[config.mk]
export PLATFORM = sky130hd
export DESIGN_NAME = evdev_event_sched
export DESIGN_NICKNAME = d
export VERILOG_FILES = /design/src/rtl/evdev_pkg.sv /design/src/rtl/evdev_fifo.sv /design/src/rtl/evdev_event_sched.sv
export SDC_FILE = /design/constraint.sdc
export NUM_CORES = 1
export LEC_CHECK = 0
export CAP_MARGIN = 20
export CORE_UTILIZATION = 29
export DETAILED_ROUTE_END_ITERATION = 7
export MAX_ROUTING_LAYER = met4
export RECOVER_POWER = 100
export SYNTH_ARGS = -nofsm -noshare
export SYNTH_HDL_FRONTEND = slang
export SYNTH_HIERARCHICAL = 1
export SYNTH_SLANG_ARGS = --single-unit
[constraint.sdc]
create_clock -name clk_100mhz -period 8.3 [get_ports clk_100mhz]
set_input_delay 1.66 -clock clk_100mhz [delete_from_list [all_inputs] [get_ports clk_100mhz]]
set_output_delay 1.66 -clock clk_100mhz [all_outputs]
set_load 0.005 [all_outputs]
[src/rtl/evdev_pkg.sv]
// Shared evdev definitions: event word layout, event types and codes.
// No logic; constants and one helper only.
// Imported by the event scheduler and by every evdev producer.
package evdev_pkg;

  localparam logic [15:0] EV_SYN         = 16'h0000;
  localparam logic [15:0] EV_KEY         = 16'h0001;
  localparam logic [7:0]  SYN_REPORT     = 8'h00;
  localparam logic [7:0]  KEY_EVENT_UP   = 8'h00;
  localparam logic [7:0]  KEY_EVENT_DOWN = 8'h01;

  // One evdev event as carried on every 32-bit event bus.
  typedef struct packed {
    logic [15:0] ev_type;
    logic [7:0]  code;
    logic [7:0]  value;
  } evdev_event_t;

  // EV_SYN / SYN_REPORT / 0, closing a key report.
  localparam evdev_event_t EVDEV_SYN_WORD = '{ev_type: EV_SYN, code: SYN_REPORT, value: 8'h00};

  function automatic logic is_key_event(input evdev_event_t ev);
    return ev.ev_type == EV_KEY;
  endfunction

endpackage

[src/rtl/evdev_fifo.sv]
// First-word-fall-through FIFO, DEPTH entries (power of two), occupancy output.
// Latency: a push is visible at the head the cycle after it is written.
// Backpressure: push while full is ignored (callers gate on level); pop while empty is ignored.
module evdev_fifo #(
  parameter int DW    = 32,
  parameter int DEPTH = 8
) (
  input  logic                     clk_100mhz,
  input  logic                     rst,
  input  logic                     push,
  input  logic [DW-1:0]            push_data,
  input  logic                     pop,
  output logic [DW-1:0]            head_data,
  output logic                     head_valid,
  output logic [$clog2(DEPTH):0]   level
);

  localparam int AW = $clog2(DEPTH);

  logic [DW-1:0] mem [DEPTH];
  logic [AW:0]   wr_ptr;
  logic [AW:0]   rd_ptr;
  logic          do_push;
  logic          do_pop;

  // Pointers carry one extra wrap bit, so full is exactly level[AW].
  assign level      = wr_ptr - rd_ptr;
  assign head_valid = (wr_ptr != rd_ptr);
  assign head_data  = mem[rd_ptr[AW-1:0]];
  assign do_push    = push && !level[AW];
  assign do_pop     = pop && head_valid;

  // Storage and pointer update; memory is cleared so the head reads 0 after reset.
  always_ff @(posedge clk_100mhz or posedge rst) begin
    if (rst) begin
      wr_ptr <= '0;
      rd_ptr <= '0;
      for (int i = 0; i < DEPTH; i++) mem[i] <= '0;
    end else begin
      if (do_push) begin
        mem[wr_ptr[AW-1:0]] <= push_data;
        wr_ptr              <= wr_ptr + 1'b1;
      end
      if (do_pop) rd_ptr <= rd_ptr + 1'b1;
    end
  end

endmodule

[src/rtl/evdev_event_sched.sv]
// Merges NSRC evdev producers round-robin into one FWFT event FIFO; EVDEV_SCHED_SYN_EN appends SYN_REPORT after EV_KEY.
// Latency: done pulse to ev_valid is 2 cycles on an empty, uncontended FIFO.
// Backpressure: full FIFO parks events in per-source slots; a new pulse on a parked source is dropped and counted.
module evdev_event_sched
  import evdev_pkg::*;
#(
  parameter int NSRC   = 2,
  parameter int DEPTH  = 8,
  parameter int DROP_W = 8
) (
  input  logic                     clk_100mhz,
  input  logic                     rst,
  input  logic [NSRC*32-1:0]       src_data,
  input  logic [NSRC-1:0]          src_done,
  output logic [31:0]              ev_data,
  output logic                     ev_valid,
  input  logic                     ev_ready,
  output logic [$clog2(DEPTH):0]   level,
  output logic [DROP_W-1:0]        drop_cnt
);

  localparam int AW    = $clog2(DEPTH);
  localparam int LW    = AW + 1;
  localparam int RR_W  = (NSRC > 1) ? $clog2(NSRC) : 1;
  localparam int CNT_W = 4;
  localparam int SW    = DROP_W + CNT_W;

  logic [NSRC-1:0] pending;
  logic [31:0]     slot [NSRC];
  logic [RR_W-1:0] rr;
  logic            arb_en;
  logic            gnt_vld;
  logic [RR_W-1:0] gnt_idx;
  logic [NSRC-1:0] gnt_oh;
  logic [NSRC-1:0] drop_vec;
  logic [CNT_W-1:0] n_drop;
  logic [SW-1:0]   drop_sum;
  logic [DROP_W-1:0] drop_nxt;
  logic            push;
  logic [31:0]     push_data;

`ifdef EVDEV_SCHED_SYN_EN
  logic         syn_pend;
  evdev_event_t gnt_ev;

  // A key event and its SYN are written back to back, so both slots must be free up front.
  assign gnt_ev    = slot[gnt_idx];
  assign arb_en    = !syn_pend && (level < LW'(DEPTH - 1));
  assign push      = gnt_vld || syn_pend;
  assign push_data = syn_pend ? EVDEV_SYN_WORD : slot[gnt_idx];

  // Schedule the SYN write for the cycle after a granted EV_KEY.
  always_ff @(posedge clk_100mhz or posedge rst) begin
    if (rst) syn_pend <= 1'b0;
    else     syn_pend <= gnt_vld && is_key_event(gnt_ev);
  end
`else
  assign arb_en    = !level[AW];
  assign push      = gnt_vld;
  assign push_data = slot[gnt_idx];
`endif

  // Round-robin search from rr; scanning backwards leaves the first hit after rr.
  always_comb begin
    logic [RR_W-1:0] cand;
    int              idx;
    gnt_vld = 1'b0;
    gnt_idx = '0;
    cand    = '0;
    idx     = 0;
    for (int k = NSRC - 1; k >= 0; k--) begin
      idx = int'(rr) + k;
      if (idx >= NSRC) idx = idx - NSRC;
      cand = RR_W'(idx);
      if (arb_en && pending[cand]) begin
        gnt_vld = 1'b1;
        gnt_idx = cand;
      end
    end
  end

  // One-hot grant plus the set of sources whose new pulse finds a parked, ungranted slot.
  always_comb begin
    gnt_oh = '0;
    for (int i = 0; i < NSRC; i++) gnt_oh[i] = gnt_vld && (gnt_idx == RR_W'(i));
    drop_vec = src_done & pending & ~gnt_oh;
  end

  // Saturating drop counter next-value, adding every drop of this cycle at once.
  always_comb begin
    n_drop = '0;
    for (int i = 0; i < NSRC; i++) n_drop = n_drop + CNT_W'(drop_vec[i]);
    drop_sum = SW'(drop_cnt) + SW'(n_drop);
    if (drop_sum[SW-1:DROP_W] != '0) drop_nxt = {DROP_W{1'b1}};
    else                             drop_nxt = drop_sum[DROP_W-1:0];
  end

  // Capture stage: a granted slot may be refilled in the same cycle it drains.
  always_ff @(posedge clk_100mhz or posedge rst) begin
    if (rst) begin
      pending <= '0;
      for (int i = 0; i < NSRC; i++) slot[i] <= '0;
    end else begin
      for (int i = 0; i < NSRC; i++) begin
        if (src_done[i] && (!pending[i] || gnt_oh[i])) begin
          slot[i]    <= src_data[32*i +: 32];
          pending[i] <= 1'b1;
        end else if (gnt_oh[i]) begin
          pending[i] <= 1'b0;
        end
      end
    end
  end

  // Round-robin pointer advances past the winner; holds when nothing is granted.
  always_ff @(posedge clk_100mhz or posedge rst) begin
    if (rst) begin
      rr <= '0;
    end else if (gnt_vld) begin
      rr <= (gnt_idx == RR_W'(NSRC - 1)) ? '0 : gnt_idx + 1'b1;
    end
  end

  // Drop counter register.
  always_ff @(posedge clk_100mhz or posedge rst) begin
    if (rst) drop_cnt <= '0;
    else     drop_cnt <= drop_nxt;
  end

  evdev_fifo #(
    .DW    (32),
    .DEPTH (DEPTH)
  ) u_fifo (
    .clk_100mhz (clk_100mhz),
    .rst        (rst),
    .push       (push),
    .push_data  (push_data),
    .pop        (ev_ready),
    .head_data  (ev_data),
    .head_valid (ev_valid),
    .level      (level)
  );

endmodule

Word-level counts from Yosys, hierarchy flattened
Index checks and enable logic that the tools add are counted.

Add/subtract/negate cells: 9. Mux-type cells: 25. Equality and inequality tests: 1. Bitwise gates (word level): 7. Order comparisons: 8. Reductions and logical operators: 17.

Operator list (number): 256-bit bitwise mux (1); 32-bit 2-to-1 mux (6); 32-bit binary-select mux with 3-bit select (1); 32-bit demux with 3-bit select (1); 1-bit 2-to-1 mux (15); 8-bit by 2-bit adder with 9-bit output (1); 1-bit logical AND (9); 4-bit by 1-bit adder with 4-bit output, second input constant (2); 4-bit >= comparator, second input constant (2); 8-bit 2-to-1 mux (1); 3-bit NOT with 4-bit output (2); 2-bit bitwise AND (2); 2-bit >= comparator, second input constant (2); 1-bit by 2-bit < comparator with 1-bit output, second input constant (2); 4-bit by 1-bit < comparator with 1-bit output, second input constant (1); 4-bit inequality test (1); 2-bit nonzero test (2); 4-bit nonzero test (1); 4-bit subtractor (1); 1-bit zero test (3); 1-bit by 1-bit adder with 2-bit output (1); 1-bit by 1-bit adder with 2-bit output, second input constant (1); 1-bit by 2-bit >= comparator with 1-bit output, second input constant (1); 1-bit logical OR (2); other kinds (5) (6).

Bits of input ports: 69. Output and inout bits: 45. Register bits after elaboration: 339. Word-level logic and storage cells: 83.

Longest topological paths before layout
Depth in word-level cells: 16. Mapped depth: 15. Depth with buffers taken out: 11.

Modules after synthesis
Netlist, hierarchy kept.

By module, submodules not included: evdev_fifo (area each 12134.1 µm², seq. area each 6606.3 µm², cells each 781, instances 1); evdev_event_sched (area each 3412.0 µm², seq. area each 1876.8 µm², cells each 221, instances 1).

Least setup slack after synthesis
OpenSTA, ideal clock, no wires.

Path type: register to output. Start: register u_fifo.rd_ptr[1]. End: output level[3]. Required time: 6640 ps. Data arrival time: 2529 ps. Setup slack: 4111 ps. Stages on the path, launching flop included: 9. Path buffers: 3. Path through: dfrtp_1 clkbuf_1 clkbuf_1 inv_1 ha_1 and3b_1 o21ai_0 buf_2 and2_1.

Cells in the longest elaborated chain, start to end: 1.

RTL lines: from (decl) (line evdev_fifo.sv:22) `logic [AW:0] rd_ptr;`; from (signal assigned) (line evdev_fifo.sv:44) `if (do_pop) rd_ptr <= rd_ptr + 1'b1;`; 4-bit subtractor (line evdev_fifo.sv:27) `assign level = wr_ptr - rd_ptr;`; to (decl) (line evdev_event_sched.sv:18) `output logic [$clog2(DEPTH):0] level,`.

No other way between the ends.

Worst setup path after layout
Start: register u_fifo.rd_ptr[2]. End: output level[3].

Same word-level chain as after synthesis.

==> results.yml <==
sta:
  rsz0062_at_grt: "false"
  tightest_slew_ns: 3.95
  relSlewSlack_pct: -163
  finClkSkew_ns: 0.0179
  hold_viol_final: 0
  fin_tns_setup_ns: 0
  fmax_mhz: 146
  slew_violations: 434
  fin_crit_sh_pct: 82.5
  finalSetupViolCount: 0
  layout_setup_ws_ns: 1.45
  final_period_minus_worst_setup_slack_ns: 6.85
setup_path:
  r2r_cells: 10
  rr_startpoint: "u_fifo/rd_ptr[2]"
  path_cells: "inv_2 > ha_1 > and3b_1 > o21ai_1 > buf_4 > and2_0 > dlygate4sd3_1"
  worstPathMaxFanout: 35
  arrival_ns: 5.19
  r2r-end: "u_fifo/mem[194]"
  crit_family: "buffers and inverters"
  reg2reg_slack_ns: 1.59
  slowest_stage: "dfrtp_1"
  cpPeakStageDelay_ns: 1.45
  crit_buf_inv: 3
  start_kind: "flop"
  crit_type: "flop to primary output"
  critical_path_required_ns: 6.64
  cp-end-kind: "primary output"
placement:
  gp_congestion: 0.717
  place_area_um2: 17300
  dpl.cell_count: 1760
  place_hpwl_mm: 22.0
  dp_slack_ns: 2.43
  io_buffers: 113
yosys:
  syn_nets: 1078
  async_flop_share_pct: 100
  ys_ff_latch: 339
  ys_warn_count: 6
  syn_inst: 1002
  yosysSeqAreaShare_pct: 54.6
  synth_edf_count: 0
  synthFlopType: "dfrtp_1"
  ys_types: 40
  synth_area_um2: 15500
  syn_area_per_cell_um2: 15.5
die:
  dieArea_um2: 54500
  dieWidth_um: 234
  pin_count: 114
  core_um2: 52800
  start_util_pct: 29.5
  die_height_um: 234
  rows: 84
detailed_routing:
  wl_per_cell_um: 19.4
  wl_mm: 35.4
  drt_iter0_drc: 481
  firstDrtPassIters: 6
  vias: 8583
  drcViolationCount: 20
  via_per_inst: 4.69
  ant_nets: 0
layout:
  layout-drive-gt1-share_pct: 39.4
  layout_common_cells: "dfrtp_1, mux2_2, nand2_1"
  syn_to_final_growth_pct: 18.4
  mostFrequentLayoutCell: "dfrtp_1"
  stdcell_area_um2: 18400
  final_nets: 1190
  layout.cells.non_filler: 1830
  finalCoreUtilization_pct: 34.9
global_route:
  grt_pass1_vias: 9353
  track_usage_pct: 13.8
  grt_pass1_wl_mm: 55.9
  gr-usage-met2_pct: 22.3
  antenna_found_initial: 0
  met1_usage_pct: 18.0
  gr-max-usage-layer: "met2"
  grt_util_met3_pct: 2.14
  overflow: 0
  grt_max_degree: 160
min_path:
  hold_path_depth: 1
  holdCritStartpoint: "u_fifo/mem[255]"
  hold_class: "flop to flop"
  holdPathEnd: "u_fifo/mem[255]"
clock_network:
  insertion_delay_ns: 0.53
  clock_sinks: 339
  cts_tree: "yes"
  cts_max_level: 2
  clk_pin_slew_ns: 0.06
  cts_buffer_depth: 3
  cts_buffers: 39
  root_buffer: "clkbuf_16"
  cts-resized-gates: 0
  cts_hold_buf: 0
  post_cts_buffers: 0
run_status:
  violations: "DRC, capacitance limit, slew limit"
  status: "finished with violations"
power_and_ir_drop:
  leakagePower_nw: 8.04
  power_density_nw_per_um2: 459
  vdd_drop_max_mv: 0.214
job:
  cap_viol_max_count: 13
==> synthesized netlist by cell type (5+ instances only) <==
| cell | n | share of area, % |
|---|---|---|
| a21oi_1 | 5 | 0.16 |
| nor2_1 | 5 | 0.12 |
| nand2_1 | 103 | 2.5 |
| mux2_4 | 59 | 5.7 |
| dfrtp_1 | 339 | 55 |
| mux2_1 | 6 | 0.43 |
| mux4_2 | 64 | 9.3 |
| o21ai_0 | 5 | 0.16 |
| ha_1 | 5 | 0.40 |
| buf_2 | 23 | 0.74 |
| mux2_2 | 290 | 21 |
| inv_1 | 12 | 0.29 |
| clkbuf_1 | 9 | 0.22 |
| nand4_1 | 6 | 0.24 |
| xnor2_1 | 8 | 0.45 |
| a21o_1 | 5 | 0.24 |
| buf_1 | 12 | 0.29 |
| buf_6 | 11 | 0.80 |
==> where the power goes <==
group / total (mW) / switching [mW] / internal (mW)
clock network: 1.73 / 0.682 / 1.05
registers: 2.94 / 0.498 / 2.44
logic: 3.77 / 1.74 / 2.03
total: 8.44 / 2.92 / 5.52
==> state kept, by name, summed over array words and instances, names as in the netlist <==
| name | cells |
|---|---|
| u_fifo/rd_ptr | 4 |
| u_fifo/mem | 256 |
| rr | 1 |
| slot | 64 |
| u_fifo/wr_ptr | 4 |
| pending | 2 |
| drop_cnt | 8 |
==> how the worst max path moves through the flow <==
| stage | from | cells after the start | slack, ns | end |
|---|---|---|---|---|
| after global routing | rst | 3 | 0.97 | u_fifo/mem[210] |
| after floorplan | rst | 1 | 3.16 | u_fifo/mem[0] |
| after global placement | u_fifo/rd_ptr[2] | 6 | 2.48 | level[3] |
| after detailed placement | u_fifo/rd_ptr[2] | 6 | 2.43 | level[3] |
| after CTS | u_fifo/rd_ptr[2] | 6 | 1.86 | level[3] |
| final | u_fifo/rd_ptr[2] | 7 | 1.45 | level[3] |
==> kinds of logic after synthesis <==
group / share of synthesized area (%)
AND/OR/NAND/NOR: 3.65
AO/OA/AOI/OAI: 1.43
multiplexers: 36.4
adder cells (fa/ha/maj): 0.660
XOR/XNOR: 0.563
flip-flops: 54.6
buffers and inverters: 2.72
==> metrics by stage <==
step,hold slack [ns],power (mW)
after floorplan,0.452,5.74
after global placement,0.466,6.95
after detailed placement,0.474,7.07
after CTS,0.487,8.84
after global routing,0.505,9.03
final,0.481,8.44
==> area by class of cell <==
type                            instances  area, µm²
Clock buffer                           59       1180
Tap cell                              688        861
Inverter                               12       47.5
Fill cell                            5122      34400
Timing Repair Buffer                  129       1240
Sequential cell                       339       8490
Antenna cell                            1       2.50
Multi-Input combinational cell        593       6470
Clock inverter                          9        108
==> per-layer routing <==
layer | vias to the layer above | wire [µm] | part of all wire [%]
met5 | - | 0 | 0
met2 | 129 | 17000 | 48
met3 | 49 | 1710 | 4.8
met1 | 4531 | 16100 | 45
met4 | 0 | 650 | 1.8
li1 | 3874 | - | -
No activity file was read; power rests on OpenSTA's default activity.
